==> src/rtl/stopwatch_pkg.sv <==
// stopwatch_pkg
// Shared types and constants for the stopwatch/countdown timer.
// Contents:
//   state_e    - control FSM state encoding
//   DIGIT_MAX  - largest value of a decimal BCD digit
//   TENS_MAX   - largest value of the tens-of-seconds digit
//   bcd_clamp  - saturate a BCD digit at a given limit
package stopwatch_pkg;

    typedef enum logic [1:0] {
        IDLE    = 2'd0,
        RUN     = 2'd1,
        PAUSED  = 2'd2,
        EXPIRED = 2'd3
    } state_e;

    localparam logic [3:0] DIGIT_MAX = 4'd9;
    localparam logic [3:0] TENS_MAX  = 4'd5;

    function automatic logic [3:0] bcd_clamp(input logic [3:0] digit, input logic [3:0] limit);
        return (digit > limit) ? limit : digit;
    endfunction

endpackage

==> src/rtl/stopwatch_prescaler.sv <==
// stopwatch_prescaler
// Divides clk down to one tick per TICK_DIV enabled cycles. The count is
// held while en is low, so a partially elapsed tenth survives a pause.
// Ports:
//   clk      in   system clock, rising edge
//   reset_n  in   asynchronous active-low reset
//   en       in   advance the count this cycle
//   sync_clr in   synchronous clear of the count (wins over en)
//   tick     out  high while enabled and the count sits at TICK_DIV-1
module stopwatch_prescaler #(
    parameter int TICK_DIV = 10_000_000
) (
    input  logic clk,
    input  logic reset_n,
    input  logic en,
    input  logic sync_clr,
    output logic tick
);

    localparam int CW = $clog2(TICK_DIV);
    localparam logic [CW-1:0] LAST = CW'(TICK_DIV - 1);

    logic [CW-1:0] cnt_q;
    logic [CW-1:0] cnt_d;

    assign tick = en && (cnt_q == LAST);

    always_comb begin
        cnt_d = cnt_q;
        if (sync_clr) begin
            cnt_d = '0;
        end else if (en) begin
            cnt_d = tick ? '0 : cnt_q + 1'b1;
        end
    end

    always_ff @(posedge clk or negedge reset_n) begin
        if (!reset_n) begin
            cnt_q <= '0;
        end else begin
            cnt_q <= cnt_d;
        end
    end

endmodule

==> src/rtl/stopwatch_timer.sv <==
// stopwatch_timer
// BCD mm:ss.t counter that runs either as a count-up stopwatch or as a
// preset countdown timer, with start/stop/clear/load control.
// Optional build macro: STOPWATCH_LAP_HOLD_EN adds a lap input that freezes
// the displayed digits while the count keeps running.
// Ports:
//   clk, reset_n                 clock, async active-low reset
//   start, stop, clear, load     control (priority clear > load > stop > start)
//   countdown                    mode select, latched on start
//   lap                          (STOPWATCH_LAP_HOLD_EN only) toggle display hold
//   preset_*                     BCD preset digits, clamped on load
//   minutes..tenths_seconds      BCD display digits
//   running, expired             state decodes
//   tick, overflow               one-cycle pulses
//
// state   | meaning
// IDLE    | stopped, digits cleared or preset, waiting for start
// RUN     | prescaler running, digits advance once per tick
// PAUSED  | stopped mid-count, prescaler phase retained
// EXPIRED | countdown reached 0:00.0, only clear/load/reset leave
module stopwatch_timer
    import stopwatch_pkg::*;
#(
    parameter int TICK_DIV   = 10_000_000,
    parameter int MIN_DIGITS = 1
) (
    input  logic                    clk,
    input  logic                    reset_n,
    input  logic                    start,
    input  logic                    stop,
    input  logic                    clear,
    input  logic                    countdown,
    input  logic                    load,
`ifdef STOPWATCH_LAP_HOLD_EN
    input  logic                    lap,
`endif
    input  logic [4*MIN_DIGITS-1:0] preset_minutes,
    input  logic [3:0]              preset_tens,
    input  logic [3:0]              preset_ones,
    input  logic [3:0]              preset_tenths,
    output logic [4*MIN_DIGITS-1:0] minutes,
    output logic [3:0]              tens_seconds,
    output logic [3:0]              ones_seconds,
    output logic [3:0]              tenths_seconds,
    output logic                    running,
    output logic                    tick,
    output logic                    overflow,
    output logic                    expired
);

    localparam int MW = 4 * MIN_DIGITS;
    localparam int DW = MW + 12;

    state_e          state_q;
    logic            mode_q;
    logic [MW-1:0]   min_q;
    logic [3:0]      tens_q;
    logic [3:0]      ones_q;
    logic [3:0]      tenths_q;
    logic            ovf_q;

    logic            tick_w;
    logic            load_acc;
    logic            live_zero;

    logic [MW-1:0]   min_up;
    logic [3:0]      tens_up;
    logic [3:0]      ones_up;
    logic [3:0]      tenths_up;
    logic            up_wrap;

    logic [MW-1:0]   min_dn;
    logic [3:0]      tens_dn;
    logic [3:0]      ones_dn;
    logic [3:0]      tenths_dn;
    logic            dn_zero;

    logic [MW-1:0]   min_clamped;
    logic [DW-1:0]   live_digits;
    logic [DW-1:0]   disp_digits;

    assign load_acc  = load && (state_q != RUN);
    assign live_zero = (min_q == '0) && (tens_q == 4'd0) && (ones_q == 4'd0)
                       && (tenths_q == 4'd0);

    stopwatch_prescaler #(
        .TICK_DIV (TICK_DIV)
    ) u_prescaler (
        .clk      (clk),
        .reset_n  (reset_n),
        .en       (state_q == RUN),
        .sync_clr (clear || load_acc),
        .tick     (tick_w)
    );

    // Increment with BCD carry ripple; carry out of the top minute digit
    // means the counter wrapped from its maximum back to zero.
    always_comb begin
        logic carry;
        carry     = (tenths_q == DIGIT_MAX);
        tenths_up = carry ? 4'd0 : tenths_q + 4'd1;
        ones_up   = ones_q;
        if (carry) ones_up = (ones_q == DIGIT_MAX) ? 4'd0 : ones_q + 4'd1;
        carry     = carry && (ones_q == DIGIT_MAX);
        tens_up   = tens_q;
        if (carry) tens_up = (tens_q == TENS_MAX) ? 4'd0 : tens_q + 4'd1;
        carry     = carry && (tens_q == TENS_MAX);
        min_up    = min_q;
        for (int i = 0; i < MIN_DIGITS; i++) begin
            if (carry) begin
                if (min_q[4*i +: 4] == DIGIT_MAX) begin
                    min_up[4*i +: 4] = 4'd0;
                end else begin
                    min_up[4*i +: 4] = min_q[4*i +: 4] + 4'd1;
                    carry = 1'b0;
                end
            end
        end
        up_wrap = carry;
    end

    // Decrement with BCD borrow ripple; a borrow out of the top digit means
    // the count was already zero, in which case it saturates at zero.
    always_comb begin
        logic borrow;
        borrow    = (tenths_q == 4'd0);
        tenths_dn = borrow ? DIGIT_MAX : tenths_q - 4'd1;
        ones_dn   = ones_q;
        if (borrow) ones_dn = (ones_q == 4'd0) ? DIGIT_MAX : ones_q - 4'd1;
        borrow    = borrow && (ones_q == 4'd0);
        tens_dn   = tens_q;
        if (borrow) tens_dn = (tens_q == 4'd0) ? TENS_MAX : tens_q - 4'd1;
        borrow    = borrow && (tens_q == 4'd0);
        min_dn    = min_q;
        for (int i = 0; i < MIN_DIGITS; i++) begin
            if (borrow) begin
                if (min_q[4*i +: 4] == 4'd0) begin
                    min_dn[4*i +: 4] = DIGIT_MAX;
                end else begin
                    min_dn[4*i +: 4] = min_q[4*i +: 4] - 4'd1;
                    borrow = 1'b0;
                end
            end
        end
        if (borrow) begin
            min_dn    = '0;
            tens_dn   = 4'd0;
            ones_dn   = 4'd0;
            tenths_dn = 4'd0;
        end
        dn_zero = (min_dn == '0) && (tens_dn == 4'd0) && (ones_dn == 4'd0)
                  && (tenths_dn == 4'd0);
    end

    always_comb begin
        min_clamped = '0;
        for (int i = 0; i < MIN_DIGITS; i++) begin
            min_clamped[4*i +: 4] = bcd_clamp(preset_minutes[4*i +: 4], DIGIT_MAX);
        end
    end

    always_ff @(posedge clk or negedge reset_n) begin
        if (!reset_n) begin
            state_q  <= IDLE;
            mode_q   <= 1'b0;
            min_q    <= '0;
            tens_q   <= 4'd0;
            ones_q   <= 4'd0;
            tenths_q <= 4'd0;
            ovf_q    <= 1'b0;
        end else begin
            ovf_q <= 1'b0;
            if (clear) begin
                state_q  <= IDLE;
                min_q    <= '0;
                tens_q   <= 4'd0;
                ones_q   <= 4'd0;
                tenths_q <= 4'd0;
            end else if (load_acc) begin
                state_q  <= IDLE;
                min_q    <= min_clamped;
                tens_q   <= bcd_clamp(preset_tens, TENS_MAX);
                ones_q   <= bcd_clamp(preset_ones, DIGIT_MAX);
                tenths_q <= bcd_clamp(preset_tenths, DIGIT_MAX);
            end else begin
                unique case (state_q)
                    IDLE: begin
                        // A countdown from zero would expire immediately; refuse it.
                        if (start && !stop && !(countdown && live_zero)) begin
                            state_q <= RUN;
                            mode_q  <= countdown;
                        end
                    end
                    PAUSED: begin
                        if (start && !stop) begin
                            state_q <= RUN;
                            mode_q  <= countdown;
                        end
                    end
                    RUN: begin
                        if (tick_w) begin
                            if (mode_q) begin
                                min_q    <= min_dn;
                                tens_q   <= tens_dn;
                                ones_q   <= ones_dn;
                                tenths_q <= tenths_dn;
                            end else begin
                                min_q    <= min_up;
                                tens_q   <= tens_up;
                                ones_q   <= ones_up;
                                tenths_q <= tenths_up;
                                ovf_q    <= up_wrap;
                            end
                        end
                        // Expiry takes precedence over a coincident stop.
                        if (tick_w && mode_q && dn_zero) begin
                            state_q <= EXPIRED;
                        end else if (stop) begin
                            state_q <= PAUSED;
                        end
                    end
                    EXPIRED: begin
                        state_q <= EXPIRED;
                    end
                    default: begin
                        state_q <= IDLE;
                    end
                endcase
            end
        end
    end

    assign live_digits = {min_q, tens_q, ones_q, tenths_q};

`ifdef STOPWATCH_LAP_HOLD_EN
    logic [DW-1:0] hold_q;
    logic          hold_act_q;

    // The hold only has meaning while running; leaving RUN drops it.
    always_ff @(posedge clk or negedge reset_n) begin
        if (!reset_n) begin
            hold_q     <= '0;
            hold_act_q <= 1'b0;
        end else if (clear || stop || (state_q != RUN)) begin
            hold_act_q <= 1'b0;
        end else if (lap) begin
            if (hold_act_q) begin
                hold_act_q <= 1'b0;
            end else begin
                hold_act_q <= 1'b1;
                hold_q     <= live_digits;
            end
        end
    end

    assign disp_digits = (hold_act_q && (state_q == RUN)) ? hold_q : live_digits;
`else
    assign disp_digits = live_digits;
`endif

    assign minutes        = disp_digits[DW-1:12];
    assign tens_seconds   = disp_digits[11:8];
    assign ones_seconds   = disp_digits[7:4];
    assign tenths_seconds = disp_digits[3:0];

    assign running  = (state_q == RUN);
    assign expired  = (state_q == EXPIRED);
    assign tick     = tick_w;
    assign overflow = ovf_q;

endmodule
==> config.mk <==
export PLATFORM = sky130hd
export DESIGN_NAME = stopwatch_timer
export DESIGN_NICKNAME = d
export VERILOG_FILES = /design/src/rtl/stopwatch_pkg.sv /design/src/rtl/stopwatch_prescaler.sv /design/src/rtl/stopwatch_timer.sv
export SDC_FILE = /design/constraint.sdc
export NUM_CORES = 1
export LEC_CHECK = 0
export CAP_MARGIN = 20
export CORE_MARGIN = 10
export CORE_UTILIZATION = 45
export CTS_CLUSTER_SIZE = 14
export DETAILED_ROUTE_END_ITERATION = 10
export GPL_ROUTABILITY_DRIVEN = 0
export PLACE_DENSITY = 0.65
export SKIP_LAST_GASP = 1
export SLEW_MARGIN = 20
export SYNTH_ARGS = -nofsm -noshare
export SYNTH_HDL_FRONTEND = slang
export SYNTH_SLANG_ARGS = --single-unit
==> constraint.sdc <==
create_clock -name clk -period 3.7 [get_ports clk]
set_clock_uncertainty 0.05 [all_clocks]
set_input_delay 0.555 -clock clk [delete_from_list [all_inputs] [get_ports clk]]
set_output_delay 0.555 -clock clk [all_outputs]
set_load 0.05 [all_outputs]
Word-level counts from Yosys, hierarchy flattened
Cells that the tools add are included.

Flip-flop bits (word level): 44. Input bits: 23. Output and inout port bits: 20. Word-level logic and storage cells: 143.

$add $sub $neg: 9. Magnitude comparators: 4. Eq/ne operators: 14. Mux-type cells: 64. Bitwise operators: 2. Reductions and logical operators: 42.

Operators by type and width (number): two-way mux 4 bit (42); two-way mux 24 bit (3); zero test 4 bit (8); adder 24 x 1 -> 24 bit (second input constant) (1); == test 24 bit (second input constant) (1); logical AND 1 bit (17); adder 4 x 1 -> 4 bit (second input constant) (4); subtractor 4 x 1 -> 4 bit (second input constant) (4); == test 4 bit (second input constant) (3); greater-than comparator 4 bit (second input constant) (3); two-way mux 2 bit (6); AND reduction 3 bit (4); nonzero test 4 bit (3); two-way mux 1 bit (11); inequality test 4 bit (second input constant) (2); one-hot mux 2 bit (4 select lines) (1); nonzero test 3 bit (2); inequality test 5 bit (second input constant) (1); AND reduction 5 bit (1); == test 2 bit (second input constant) (2); == test 4 x 3 -> 1 bit (second input constant) (1); greater-than comparator 4 x 3 -> 1 bit (second input constant) (1); inequality test 2 bit (second input constant) (2); nonzero test 2 bit (2); other kinds (8) (10).

Logic depth before layout (Yosys ltp)
Depth in word-level cells: 14. Gate-level depth with buffers: 9. Mapped depth without buffers: 8.

By module
Synthesis repeated with hierarchy kept, for this count alone.

Cell total of the unflattened synthesis: 421. Area, all modules: 3616.0 um^2.

By module, submodules not included: stopwatch_timer (instances 1, cells each 283, area an instance 2240.9 um^2, seq. area each 500.5 um^2); stopwatch_prescaler (instances 1, cells each 138, area an instance 1375.1 um^2, seq. area each 600.6 um^2).

Worst setup path before layout
No wires, ideal clock.

Kind: flip-flop to output port. Start point: reg u_prescaler.cnt_q[13]. End point: out tick. Arrival: 2.103 ns. Required time: 3.095 ns. Path slack: 0.992 ns. Stages on the path, launching flop included: 5. Path buffers: 0. Path through: dfrtp_1 -> or4b_4 -> nor4_4 -> nand3_1 -> nor2_1.

Word-level cells in the longest chain between the ends: 2.

Ends and longest elaborated chain: start: declaration (line stopwatch_prescaler.sv:23) `logic [CW-1:0] cnt_q;`; start signal: assignment (line stopwatch_prescaler.sv:41) `cnt_q <= cnt_d;`; == test 24 bit (line stopwatch_prescaler.sv:26) `assign tick = en && (cnt_q == LAST);`; logical AND 1 bit (line stopwatch_prescaler.sv:26); end: declaration (line stopwatch_timer.sv:46) `output logic tick,`.

No other way between the ends.

Worst setup path after layout
Ends and elaborated chain as after synthesis.

==> impl_metrics.env <==
export IMPL_start_util_pct=46.53
export IMPL_grt_setup_unrepaired="false"
export IMPL_synthArstFlopShare_pct=100.0
export IMPL_cpPeakStageDelay_ns=0.87
export IMPL_nFillCells=718
export IMPL_postSynthCellCount=414
export IMPL_clk_pin_slew_ns=0.09
export IMPL_track_usage_pct=15.95
export IMPL_ir_drop_mv=0.1791
export IMPL_fin_nets=484
export IMPL_cts_sinks=44
export IMPL_grt_pass1_wl_mm=15.21
export IMPL_cts_resized_gates=0
export IMPL_synth_flop_cell="dfrtp_1"
export IMPL_overflow=0
export IMPL_synth_nets=450
export IMPL_dpl_hpwl_mm=6.599
export IMPL_drv_cap=0
export IMPL_drt_iter0_markers=234
export IMPL_antenna_found_initial=0
export IMPL_post_route_drc_count=0
export IMPL_die_h_um=106.8
export IMPL_io_buffers=42
export IMPL_min_period_ns=3.515
export IMPL_synth_edff_count=0
export IMPL_coreArea_um2=7292
export IMPL_slowest_stage="clkdlybuf4s50_1"
export IMPL_grt_max_degree=45
export IMPL_clockBufferDepth=2
export IMPL_crit_type="reg2out"
export IMPL_path_buf_inv=1
export IMPL_slew_headroom_pct=50.38
export IMPL_drive_gt1_share_pct=6.473
export IMPL_h_tree_depth=2
export IMPL_drtAntennaViolNets=0
export IMPL_regArea_um2=1101
export IMPL_avgSynthCellArea_um2=8.196
export IMPL_num_rows=31
export IMPL_arrival_ns=2.91
export IMPL_viasPerCell=5.771
export IMPL_dieArea_um2=11410
export IMPL_p_total_mw=1.465
export IMPL_r2r_cells=8
export IMPL_detail_route_wl_per_cell_um=16.73
export IMPL_final_cells=547
export IMPL_crit_family="simple AND/OR/NAND/NOR gates"
export IMPL_hold_viol=0
export IMPL_ys_seq_area_share_pct=32.45
export IMPL_holdBufCountCts=0
export IMPL_vias=3157
export IMPL_place_inst=540
export IMPL_setup_tns_ns=0
export IMPL_max_slew_worst_pin_slew_ns=0.7425
export IMPL_drtPass1Iterations=5
export IMPL_areaGrowthSynthToFinish_pct=17.99
export IMPL_post_cts_setup_buffers=0
export IMPL_cts_tree="built"
export IMPL_cp_cell_sequence="or4b_4 > nor4_4 > nand3_1 > nor2_1 > clkdlybuf4s50_1"
export IMPL_critPathRequiredTime_ns=3.09
export IMPL_powerDensity_nw_per_um2=365.8
export IMPL_final_common_cell="nor2_1"
export IMPL_fmax_mhz=284.5
export IMPL_clk_insertion_delay_late_ns=0.31
export IMPL_path_depth=5
export IMPL_leakage_nw=1.596
export IMPL_io_pin_count=43
export IMPL_numCtsBuffers=5
export IMPL_cp_max_fo=6
export IMPL_final_max_slew_viol_count=0
export IMPL_setup_viol=0
export IMPL_netlist_cell_type_count=61
export IMPL_ys_warn_count=0
export IMPL_grt_pass1_vias=3045
export IMPL_post_route_period_util_pct=95.01
export IMPL_synth_area_um2=3393
export IMPL_n_antenna_cell=0
export IMPL_status="finished clean"
export IMPL_mostFrequentLayoutCells="nor2_1 (52), dfrtp_1 (44), clkdlybuf4s50_1 (41)"
export IMPL_start_kind="flop"
export IMPL_multi_input_area_um2=2105
export IMPL_final_area_um2=4004
export IMPL_fin_util_pct=54.91
export IMPL_fp_dieW_um=106.8
export IMPL_wl_mm=9.153
export IMPL_place_area_um2=3872
export IMPL_endpoint_kind="output pin"
export IMPL_hold_path_class="in2async"
export IMPL_clockRootBuffer="clkbuf_8"
export IMPL_ys_ff_latch=44
[cells by family (layout without fill, tap and decap cells)]
logic type	after synthesis	count (layout)	share of synthesized area, %
adders and majority gates	13	13	4.794
DFF	44	44	32.45
and+or+nand+nor	174	174	27.32
buffers and inverters	42	76	5.531
xor gates and xnor gates	25	25	6.453
AOI/OAI and AO/OA	105	105	20.10
muxes	11	11	3.355
[cells in the mapped netlist (3+ instances only)]
| cell type | n | share of area, % |
|---|---|---|
| inv_1 | 20 | 2.2 |
| a31oi_1 | 6 | 1.1 |
| nand2b_1 | 5 | 0.92 |
| o211ai_1 | 4 | 0.88 |
| nand3_1 | 17 | 2.5 |
| and3_1 | 8 | 1.5 |
| o21ai_0 | 17 | 2.5 |
| o21a_1 | 4 | 0.88 |
| or3b_2 | 3 | 0.77 |
| and2_1 | 3 | 0.55 |
| ha_1 | 13 | 4.8 |
| dfrtp_1 | 44 | 32 |
| mux2i_1 | 8 | 2.4 |
| xor2_1 | 18 | 4.6 |
| nand2_1 | 34 | 3.8 |
| nor3_1 | 8 | 1.2 |
| nand4_1 | 9 | 1.7 |
| xnor2_1 | 7 | 1.8 |
| nand3b_1 | 4 | 0.88 |
| a21oi_1 | 32 | 4.7 |
| mux2_2 | 3 | 1.0 |
| a211oi_1 | 12 | 2.7 |
| buf_2 | 6 | 0.88 |
| nor3b_1 | 5 | 1.1 |
| nor4_1 | 6 | 1.1 |
| o31ai_1 | 7 | 1.5 |
| buf_6 | 3 | 1.0 |
| nor2b_1 | 5 | 0.92 |
| nor2_1 | 52 | 5.8 |
| clkbuf_1 | 12 | 1.3 |
[path summary, 6_finish.rpt]
path | startpoint | end | slack, ns
min reg2reg | u_prescaler.cnt_q[23]$_DFFE_PN0N_ | u_prescaler.cnt_q[23]$_DFFE_PN0N_ | 0.49
min in group clk | u_prescaler.cnt_q[23]$_DFFE_PN0N_ | u_prescaler.cnt_q[23]$_DFFE_PN0N_ | 0.49
min | reset_n | ones_seconds[2]$_DFFE_PN0P_ | 0.19
max reg2reg | ones_seconds[0]$_DFFE_PN0P_ | state_q[1]$_DFFE_PN0P_ | 0.84
max | u_prescaler.cnt_q[13]$_DFFE_PN0N_ | tick | 0.18
max in group asynchronous | reset_n | u_prescaler.cnt_q[23]$_DFFE_PN0N_ | 3.01
[through the flow]
step                      setup WS, ns  hold WS (ns)
after floorplan                 0.9921        0.2094
after global placement          0.5332        0.4812
after detailed placement        0.5290        0.4864
after CTS                       0.1616        0.4045
after global routing           0.01737        0.2272
final                           0.1847        0.1887
[metal layers]
layer,global-route usage (%),share of wire [%],up-vias
met4,5.706,1.3,0
met2,23.79,44,66
li1,-,-,1569
met5,0,0,-
met1,22.05,50,1514
met3,3.473,5.3,8
[worst reg2reg max path: cells and delay by family, from the launching register on]
family,cells,cell delay (ns)
compound gates,5,1.22
fa+ha+maj,1,0.30
buf+inv,1,0.15
flops,1,0.50
simple gates,1,0.55
[flip-flops by register name, summed over array words and instances, names as in the netlist]
name,flops
tenths_seconds,4
mode_q,1
state_q,2
minutes,4
tens_seconds,4
ones_seconds,4
overflow,1
u_prescaler.cnt_q,24
[area by class of cell]
type / count / area share, %
clock buffer: 5 / 1.719
tap: 99 / 3.094
clock inverter: 2 / 1.500
sequential: 44 / 27.50
multi-input combinational: 328 / 52.56
timing repair buffer: 49 / 11.75
inverter: 20 / 1.875
[power by group]
part           total (mW)  leakage [nW]  switching [mW]  internal (mW)
Clock               0.446        0.0642           0.180          0.266
Sequential          0.564         0.599          0.0645          0.499
Combinational       0.455         0.933           0.276          0.179
Total                1.46          1.60           0.521          0.944
No activity file was read; power rests on OpenSTA's default activity.
==> edit 1 (same flow settings) <==
`TICK_DIV` is set to 10_000_000 in 2 places; all go to 40_000_000.
--- a/src/rtl/stopwatch_prescaler.sv
+++ b/src/rtl/stopwatch_prescaler.sv
@@ -10,3 +10,3 @@
 module stopwatch_prescaler #(
-    parameter int TICK_DIV = 10_000_000
+    parameter int TICK_DIV = 40_000_000
 ) (
--- a/src/rtl/stopwatch_timer.sv
+++ b/src/rtl/stopwatch_timer.sv
@@ -23,3 +23,3 @@
 #(
-    parameter int TICK_DIV   = 10_000_000,
+    parameter int TICK_DIV   = 40_000_000,
     parameter int MIN_DIGITS = 1
Formal check against the unedited RTL: same outputs for any inputs over 10 cycles, from zero or initial values and one cycle with reset_n low; that may be too few to reach the edited logic, so the function may still have changed.
==> edit 1 against the original RTL <==
Via count increased by 5.5%. Design area up 1.1%. Routed wire length increased by 6.3%. Area after synthesis grew 2.0%. Power grew 5.3%. Final cell count is 2.4% higher. Hold slack improved by 19 ps. Die area increased by 1.6%. Sequential power up 8.0%. Sequential cell count is 2 higher. Global-route usage increased by 1.1 points. Utilization about the same. Worst setup slack better by 170 ps.
==> edit 1: results (changes against the original RTL) <==
Met3 Wirelength 542 um (+12%); FILL cells 707 (-1.5%); slew margin rel. 0.474 (-0.0297); pin count of the biggest net entering global routing 30 (-33%); Non-clk invs 18 (-10%); DR iter-0 viols 193 (-18%); worst hold slack 208 ps (+19.1 ps); vias in the first global route 3287 (+7.9%); non-filler cells, final 560 (+2.4%); R2R Setup Slk 900 ps (+60 ps); Met1 Wirelength 4.08 mm (-10%); crit path from u_prescaler.cnt_q[0]; fraction of cell area in non-clock buffers 0.114 (-0.00374); final net count 496 (+2.5%); Multi-In Gates 341 (+4.0%); Synth cell types 60 (-1.6%); vias per inst 5.95 (+3.1%); DP Area 3960 sq um (+2.3%); num sequential 46 (+4.5%); multi-input logic portion of the cell area 0.533 (+0.00761); synthesized net count 460 (+2.2%); wire length of the first global-routing pass 16.2 mm (+6.7%); Non-clk bufs 48 (-2.0%); Pleak 1.69 nW (+5.6%); syn avg cell area 8.17 sq um (-0.38%); Synth top cells by count dfrtp_1 (46), nor2_1 (46), nand2_1 (41); ClkCell Share 0.0213 (-0.0109); outcome complete, no violations; clk_buf instances 6 (+1); Crit Reg-Reg Startpoint tenths_seconds[1]; HPWL Detailed 7.22 mm (+9.4%); Arr. time, crit path 2740 ps (-170 ps); switching portion of total power 0.415 (+0.0594); pre-CTS setup slack 740 ps (+211 ps); Seq area share 0.284 (+0.00939); Reg area 1150 sq um (+4.5%)
-- edit 1: power groups by stage --
stage,registers (mW),logic [mW],clock network [mW]
6_report,0.609,0.606,0.328
5_1_grt,0.618,0.663,0.351
4_1_cts,0.606,0.604,0.333
3_5_place_dp,0.617,0.601,0
3_3_place_gp,0.618,0.597,0
2_1_floorplan,0.652,0.385,0
-- edit 1: cell families after synthesis --
| kind of cell | Yosys count | synth area share |
|---|---|---|
| xor gates and xnor gates | 21 | 0.0531 |
| DFF | 46 | 0.332 |
| adders and majority gates | 13 | 0.0470 |
| buffers and inverters | 37 | 0.0441 |
| AOI/OAI and AO/OA | 103 | 0.195 |
| and+or+nand+nor | 196 | 0.299 |
| muxes | 8 | 0.0293 |
-- edit 1: worst max-delay path, stage by stage (launching register included) --
cell	delay (ps)
dfrtp_1	420
ha_1	190
nand3_1	140
nor3_1	430
and3_1	230
buf_4	170
clkdlybuf4s50_1	820
==> edit 2 (same settings) <==
Without the edit above. Encoding of `state_e`: now one-hot (4 bits for 4 states).
--- a/src/rtl/stopwatch_pkg.sv
+++ b/src/rtl/stopwatch_pkg.sv
@@ -9,7 +9,7 @@
 
-    typedef enum logic [1:0] {
-        IDLE    = 2'd0,
-        RUN     = 2'd1,
-        PAUSED  = 2'd2,
-        EXPIRED = 2'd3
+    typedef enum logic [3:0] {
+        IDLE    = 4'b0001,
+        RUN     = 4'b0010,
+        PAUSED  = 4'b0100,
+        EXPIRED = 4'b1000
     } state_e;
Check against the original RTL: same outputs for any inputs over 10 cycles, from zero or initial values and one cycle with reset_n low; not proved beyond that.
==> edit 2 against the original RTL <==
Sequential cell count up 2. Power grew 9.4%. Clock power fell by 13%. Routed wire length is 3.8% higher. Design area increased by 1.6%. First-iteration DRC count rose by 15%. Area after synthesis up 2.0%. Worst setup slack better by 200 ps. Via count up 4.2%. Final cell count grew 2.2%.
==> edit 2: results (changes against the original RTL) <==
outcome complete, no violations; slowest CP cell or4b_1; drt wl/cell 17.0 um (+1.6%); # placed instances 551 (+2.0%); final core utilization 0.552 (+0.00271); met3 Usage GRT 0.0371 (+0.00240); met2 Track Usage GR 0.258 (+0.0197); vias in the first global route 3215 (+5.6%); synthesized net count 460 (+2.2%); mux share of post-synthesis cell area 0.0184 (-0.0151); synthesized instance count 424 (+2.4%); Synth cell types 68 (+11%); Multi-In Gates 334 (+1.8%); wire length of the first global-routing pass 16.3 mm (+7.0%); DR iter-0 viols 270 (+15%); multi-input logic portion of the cell area 0.522 (-0.00378); Compound-Gate Fraction of Synth Area 0.193 (-0.00826); worst hold slack 313 ps (+125 ps); R2R Setup Slk 640 ps (-200 ps); Seq area share 0.283 (+0.00838); Synth top cells by count nor2_1 (56), dfrtp_1 (45), nand2_1 (37); GRT met1 Usage 0.232 (+0.0118); Clk pwr share 0.243 (-0.062); sequential element share of the synthesized area 0.333 (+0.00849); pwr/cell area 394 nW/um^2 (+7.7%); fraction of layout cells with a size suffix above 1 0.0717 (+0.00701); switching portion of total power 0.396 (+0.0403); final net count 495 (+2.3%); fraction of cell area in non-clock buffers 0.116 (-0.00119); post-synth top area share 0.325 (+0.000896); routed wl met2 4.26 mm (+6.2%); Met1 Wirelength 4.59 mm (+0.95%); Synth Area in XOR/XNOR 0.0582 (-0.00632); Pleak 1.61 nW (+0.78%); Non-clk invs 22 (+10%); Met3 Wirelength 537 um (+11%); Total GRT Usage 0.169 (+0.00924)
==> edit 2: cell types whose count changed in the layout (fill, tap and decap cells not counted), moves of 4 or more <==
| cell | unedited run | this run |
|---|---|---|
| mux2i_1 | 8 | 3 |
| nor3_1 | 8 | 16 |
| or3_1 | 1 | 5 |
| a21oi_1 | 32 | 20 |
| xor2_1 | 18 | 13 |
| o21ai_1 | 1 | 6 |
| nor2_1 | 52 | 56 |
| o21ai_0 | 17 | 12 |
==> edit 2: path summary, 6_finish.rpt <==
check / from / to / cells past startpoint
max: state_q[2] / tick / 6
min: reset_n / ones_seconds[0] / 1
max reg2reg: tenths_seconds[0] / state_q[2] / 8
min reg2reg: u_prescaler.cnt_q[22] / u_prescaler.cnt_q[22] / 2
max in group asynchronous: reset_n / u_prescaler.cnt_q[18] / 2
min in group clk: u_prescaler.cnt_q[22] / u_prescaler.cnt_q[22] / 2
